<file path="config.mk">
export PLATFORM = sky130hd
export DESIGN_NAME = pc_regfile_unit
export DESIGN_NICKNAME = d
export VERILOG_FILES = /design/src/rtl/cpu_pkg.sv /design/src/rtl/pc_incr_adder.sv /design/src/rtl/pc_regfile_unit.sv
export SDC_FILE = /design/constraint.sdc
export NUM_CORES = 1
export LEC_CHECK = 0
export CORE_MARGIN = 3
export CORE_UTILIZATION = 35
export CTS_CLUSTER_DIAMETER = 60
export DETAILED_ROUTE_END_ITERATION = 10
export GPL_ROUTABILITY_DRIVEN = 0
export GPL_TIMING_DRIVEN = 0
export HOLD_SLACK_MARGIN = 0.12
export PLACE_DENSITY = 0.53
export SYNTH_ARGS = -nofsm -noshare
export SYNTH_HDL_FRONTEND = slang
export SYNTH_SLANG_ARGS = --single-unit
</file>
<file path="constraint.sdc">
create_clock -name clk -period 4.27 [get_ports clk]
set_input_delay 0.854 -clock clk [delete_from_list [all_inputs] [get_ports clk]]
set_output_delay 0.854 -clock clk [all_outputs]
set_load 0.005 [all_outputs]
</file>
<file path="src/rtl/cpu_pkg.sv">
// rtl/cpu_pkg.sv - shared word/address types and fetch-side constants for the CPU
package cpu_pkg;

  typedef logic [31:0] word_t;
  typedef logic [3:0]  reg_addr_t;

  localparam word_t     PC_STEP  = 32'd4;
  localparam reg_addr_t R15_ADDR = 4'hF;

endpackage

</file>
<file path="src/rtl/pc_incr_adder.sv">
// rtl/pc_incr_adder.sv - combinational M-bit adder, wraps modulo 2**M, no carry out
module pc_incr_adder #(
  parameter int M = 32
) (
  input  logic [M-1:0] a,
  input  logic [M-1:0] b,
  output logic [M-1:0] sum
);

  assign sum = a + b;

endmodule

</file>
<file path="src/rtl/pc_regfile_unit.sv">
// rtl/pc_regfile_unit.sv - PC register, PC+4/PC+8 incrementers and 2R1W register file (R15 reads PC+8)
// Optional build macro REGFILE_BYPASS_EN: forwards same-cycle write data to matching read ports.
module pc_regfile_unit
  import cpu_pkg::*;
#(
  parameter int          N        = 4,
  parameter int          M        = 32,
  parameter logic [M-1:0] PC_RESET = '0
) (
  input  logic         clk,
  input  logic         reset,
  input  logic [M-1:0] pc_next,
  output logic [M-1:0] pc,
  output logic [M-1:0] pc_plus4,
  output logic [M-1:0] pc_plus8,
  input  logic         we3,
  input  logic [N-1:0] a1,
  input  logic [N-1:0] a2,
  input  logic [N-1:0] a3,
  input  logic [M-1:0] wd3,
  output logic [M-1:0] rd1,
  output logic [M-1:0] rd2
);

  localparam int           NPHYS    = (2 ** N) - 1;
  localparam logic [N-1:0] PC_RADDR = {N{1'b1}};
  localparam logic [M-1:0] STEP     = M'(PC_STEP);

  logic [M-1:0] pc_q, pc_d;
  logic [M-1:0] regs_q [NPHYS];
  logic [M-1:0] regs_d [NPHYS];
  logic         wr_en;

  assign wr_en = we3 && (a3 != PC_RADDR);

  always_comb begin
    pc_d   = pc_next;
    regs_d = regs_q;
    if (wr_en) regs_d[a3] = wd3;
  end

  always_ff @(posedge clk or negedge reset) begin
    if (!reset) pc_q <= PC_RESET;
    else        pc_q <= pc_d;
  end

  always_ff @(posedge clk or negedge reset) begin
    if (!reset) begin
      for (int i = 0; i < NPHYS; i++) regs_q[i] <= '0;
    end else begin
      regs_q <= regs_d;
    end
  end

  assign pc = pc_q;

  pc_incr_adder #(.M(M)) u_add4 (
    .a   (pc_q),
    .b   (STEP),
    .sum (pc_plus4)
  );

  pc_incr_adder #(.M(M)) u_add8 (
    .a   (pc_plus4),
    .b   (STEP),
    .sum (pc_plus8)
  );

  // R15 is never a physical register, so it bypasses both the array and any forwarding.
  always_comb begin
    rd1 = '0;
    rd2 = '0;
    if (a1 == PC_RADDR) rd1 = pc_plus8;
`ifdef REGFILE_BYPASS_EN
    else if (wr_en && (a1 == a3)) rd1 = wd3;
`endif
    else rd1 = regs_q[a1];

    if (a2 == PC_RADDR) rd2 = pc_plus8;
`ifdef REGFILE_BYPASS_EN
    else if (wr_en && (a2 == a3)) rd2 = wd3;
`endif
    else rd2 = regs_q[a2];
  end

endmodule

</file>
### Word-level counts from Yosys, hierarchy flattened

Cells that the tools add are included.

| word-level totals | value |
|---|---|
| register bits | 512 |
| input bits | 79 |
| word-level logic and storage cells | 41 |

| cells by class | value |
|---|---|
| $add $sub $neg | 2 |
| order comparisons | 4 |
| equality and inequality tests | 3 |
| mux-type cells | 11 |
| bitwise operators | 3 |
| reduce and logical (&&, ||, !) cells | 2 |

Operator list:

| operator | count |
|---|---|
| bitwise mux 480 bit | 1 |
| binary-select mux 32 bit (select 4 bit) | 2 |
| 2-to-1 mux 32 bit | 7 |
| demux 32 bit (select 4 bit) | 1 |
| adder 32 x 3 -> 32 bit, second input constant | 2 |
| greater-or-equal comparator 5 bit, second input constant | 3 |
| inverter 4 -> 5 bit | 3 |
| equality test 4 bit, second input constant | 2 |
| < comparator 5 x 1 -> 1 bit, second input constant | 1 |
| != test 4 bit, second input constant | 1 |
| logical AND 1 bit | 2 |

### Longest topological paths before layout

| logic depth | value |
|---|---|
| depth in word-level cells | 6 |
| mapped depth | 11 |

### By module

Synthesis repeated with hierarchy kept, for this count alone.

| second synthesis, totals | value |
|---|---|
| cells, all modules | 2342 |
| area, all modules | 30282.8 um^2 |

Modules (own cells, without submodules):

| module | instances | cells an instance | area each (um^2) | sequential area each (um^2) |
|---|---|---|---|---|
| pc_regfile_unit | 1 | 1869 | 26818.2 | 12812.3 |
| pc_incr_adder (u_add4) | 1 | 241 | 1744.2 | 0.0 |
| pc_incr_adder (u_add8) | 1 | 232 | 1720.4 | 0.0 |

### Worst setup path after synthesis

Ideal clock, no wire load.

| timing path | value |
|---|---|
| path type | reg-to-output |
| start point | register pc_q[8], in the netlist pc[8] |
| end point | output port rd2[31] |
| data arrival time | 3284 ps |
| data required time | 3416 ps |
| slack | 132 ps |
| cell stages (with the launch flop) | 11 |
| cells stage by stage | dfrtp_1 buf_2 nand4_4 or4_1 buf_4 nor4_1 o22ai_1 a2111o_1 or3_4 or3_1 a31o_1 |

| on the way | value |
|---|---|
| cells in the longest elaborated chain, start to end | 3 |

Ends and longest elaborated chain:

| item | RTL line | text |
|---|---|---|
| start: declaration | pc_regfile_unit.sv:29 | `logic [M-1:0] pc_q, pc_d;` |
| start signal: assignment | pc_regfile_unit.sv:44 | `else pc_q <= pc_d;` |
| adder 32 x 3 -> 32 bit (2 in a row) | pc_incr_adder.sv:10 | `assign sum = a + b;` |
| 2-to-1 mux 32 bit | pc_regfile_unit.sv:79 | `if (a2 == PC_RADDR) rd2 = pc_plus8;` |
| end: declaration | pc_regfile_unit.sv:22 | `output logic [M-1:0] rd2` |

Every way passes these cells.

### Final worst setup path

| timing path | value |
|---|---|
| start point | register pc_q[11], in the netlist pc[11] |
| end point | output port rd2[25] |

Same word-level chain as after synthesis.

==> flow_summary.toml <==
[status]
status = "finished, violations left"
violations = "negative setup slack"

[routing]
route.vias.total = 20900
vias_per_cell = 5.87
drt-total-wl_um = 108000
firstDrtPassIters = 5
wl_per_cell_um = 30.2
drtIter0Drc = 1921
drcViolationCount = 0
postRouteAntennaNets = 0

[critical_path]
timing.critical_path.from = "pc[11]$_DFF_PN0_"
critPathTopFamily = "simple AND/OR/NAND/NOR gates"
critical_path.max_fanout = 7
crit_type = "reg2out"
slowest_stage = "or4_4"
arrival_ps = 3940
r2r_start = "regs_q[232]$_DFFE_PN0P_"
crit_buf_inv = 5
reg2reg_slack_ps = 3460
crit_chain = "inv_1, or4_4, nor3_4, mux2i_2, a2111o_1, buf_6, buf_6, nor4_4, xor2_2, buf_6, a21o_1, buf_2"
required_ps = 3420
cp_slowest_stage_delay_ps = 650
cp-end-kind = "primary output"
cp-start-kind = "register"
crit_path_frequent_cell = "buf_6"

[final_layout]
final_core_util_pct = 46.5
drive_gt1_share_pct = 50.5
final_cell_mix = "502 x dfrtp_1, 493 x mux2_2, 240 x mux4_2"
fin_nets = 2545
mostFrequentLayoutCell = "dfrtp_1"
num-fill-cells = 6969
area_growth_pct = 30.9

[grt]
overflow = 0
grt_start_max_net_pins = 113
grt_pass1_vias = 22100
antenna_found_initial = 8
grt_usage_pct = 25.2
grt_pass1_wl_um = 156000

[clocking]
clock-root-buffer = "clkbuf_16"
hold_buffers = 0
ctsHtreeMaxLevel = 3
clkLatencyLatePin_ps = 600
clock_path_buffers = 3
clk_transition_reported_paths_ps = 50
clock_sinks = 512
numCtsBuffers = 66
cts_tree = "yes"

[synthesis]
ys_seq_area_share_pct = 45.4
ys_types = 54
yosys_warnings = 0
ys.flop_type = "dfrtp_1"
syn_nets = 2097
avgSynthCellArea_um2 = 14.0
synth_enable_flop_cells = 0
ys_ff_latch = 512
async_flop_share_pct = 100
syn_area_um2 = 28200
synthCells = 2016

[pwr]
comb_power_share_pct = 25.1
clock_power_share_pct = 34.0
powerDensity_nw_per_um2 = 447
sw_frac_of_total_pct = 28.3
peakVddDrop_mv = 0.258
power.leakage_nw = 15.3
p_int_mw = 11.8
p_switching_mw = 4.68
pwr-share-seq_pct = 40.8

[floorplan]
start_util_pct = 35.5
ios = 239
die-area_um2 = 84100
rows = 103
die_y_um = 290
die_w_um = 290
core_um2 = 79500

[flow_run]
maxCapViolCount = 0

[min_path]
holdCritPathClass = "in2async"

[timing]
finalCritPeriodShare_pct = 112
post-route-min-period_ps = 4790
fin_hold_ws_ps = 187
fmax_mhz = 209
rsz0062_at_grt = "true"
slew_headroom_pct = 16.1
fin_ws_ps = -523
skew_ps = 0
worst_pin_slew_ps = 1260
hold_viol = 0
drv_slew = 0
finalSetupViolCount = 48

[placed_design]
hpwl_um = 72800
port_buffers = 229
## sequential cells by signal, summed over array words and instances (netlist names)
| name | count |
|---|---|
| regs_q | 480 |
| pc | 32 |
## final cells by class
class                      count  area (µm²)  share of cell area (%)
clock inverter                18         168                   0.454
buffer                       191        1060                    2.87
multi-input combinational   1287       15700                    42.4
inverter                      20        80.1                   0.217
antenna                        3        7.51                  0.0203
tap                         1050        1310                    3.55
timing repair buffer         386        3820                    10.3
sequential                   512       12800                    34.7
clock buffer                  98        2010                    5.43
## power by group through the flow
stage / combinational, mW / clock, mW / sequential (mW)
final: 4.15 / 5.62 / 6.74
after global routing: 4.42 / 5.92 / 6.87
after CTS: 4.14 / 5.72 / 6.71
after detailed placement: 4.02 / 0 / 6.79
after global placement: 3.92 / 0 / 6.70
after floorplan: 2.65 / 0 / 6.52
## repair_timing
action                     in CTS  in global routing
setup buffers                 121                 57
pin swaps                      68                 47
setup endpoints to repair     101                 89
resized for setup             610                118
## cell families after synthesis
kind of cell	share of synthesized area, %
adder cells (fa/ha/maj)	0.0886
XOR/XNOR	1.71
flip-flops	45.4
AO/OA/AOI/OAI	4.68
multiplexers	40.9
buffers and inverters	2.97
AND/OR/NAND/NOR	4.33
## synthesized netlist by cell type (all sizes together), types with 2 or more instances
library cell,number,area [µm²]
o21ai,73,365
or4,5,37.5
dfrtp,512,12800
nor2,28,105
buf,55,231
xor2,20,175
clkbuf,142,533
nand4,12,90.1
ha,2,25.0
o22ai,14,87.6
and3,9,56.3
nand3,20,100
nor3,14,81.3
mux2,494,5560
a21oi,21,105
nand2b,6,37.5
nand2,80,300
nor4,9,56.3
or3,7,48.8
nand3b,6,45.0
and2,8,50.1
nor2b,16,100
o31a,2,17.5
nand4b,3,26.3
inv,20,75.1
a31oi,3,18.8
o2111ai,3,26.3
o211ai,8,60.1
a211oi,14,105
o221ai,12,105
and4,4,35.0
o21a,13,97.6
xnor2,35,307
mux2i,57,571
mux4,240,5410
a21boi,2,15.0
a21o,35,263
## layer usage
layer | vias to the layer above | wire length [µm] | GRT usage, %
met5 | - | 30 | 0
met4 | 6 | 3640 | 8.93
met3 | 200 | 9110 | 6.99
met2 | 907 | 50900 | 40.5
met1 | 11200 | 44200 | 32.9
li1 | 8611 | - | -
## metrics by stage
stage	setup WS (ps)	instance area [µm²]	setup TNS (ps)	cells	total power [mW]
2_1_floorplan	132	28200	0	2016	9.16
3_3_place_gp	-20670	31800	-	3295	10.6
5_1_grt	-607	37000	-19460	3562	17.2
6_report	-523	37000	-14550	3565	16.5
4_1_cts	-571	36500	-14600	3525	16.6
3_5_place_dp	-2920	32000	-159190	3301	10.8
## path summary, 6_finish.rpt
check | end | cells past startpoint
hold / removal | regs_q[105]$_DFFE_PN0P_ | 1
setup reg to reg | regs_q[232]$_DFFE_PN0P_ | 1
setup / recovery | rd2[25] | 12
max in group asynchronous | regs_q[184]$_DFFE_PN0P_ | 4
min in group clk | regs_q[397]$_DFFE_PN0P_ | 1
hold reg to reg | regs_q[397]$_DFFE_PN0P_ | 1
(Power assumes the default switching activity.)
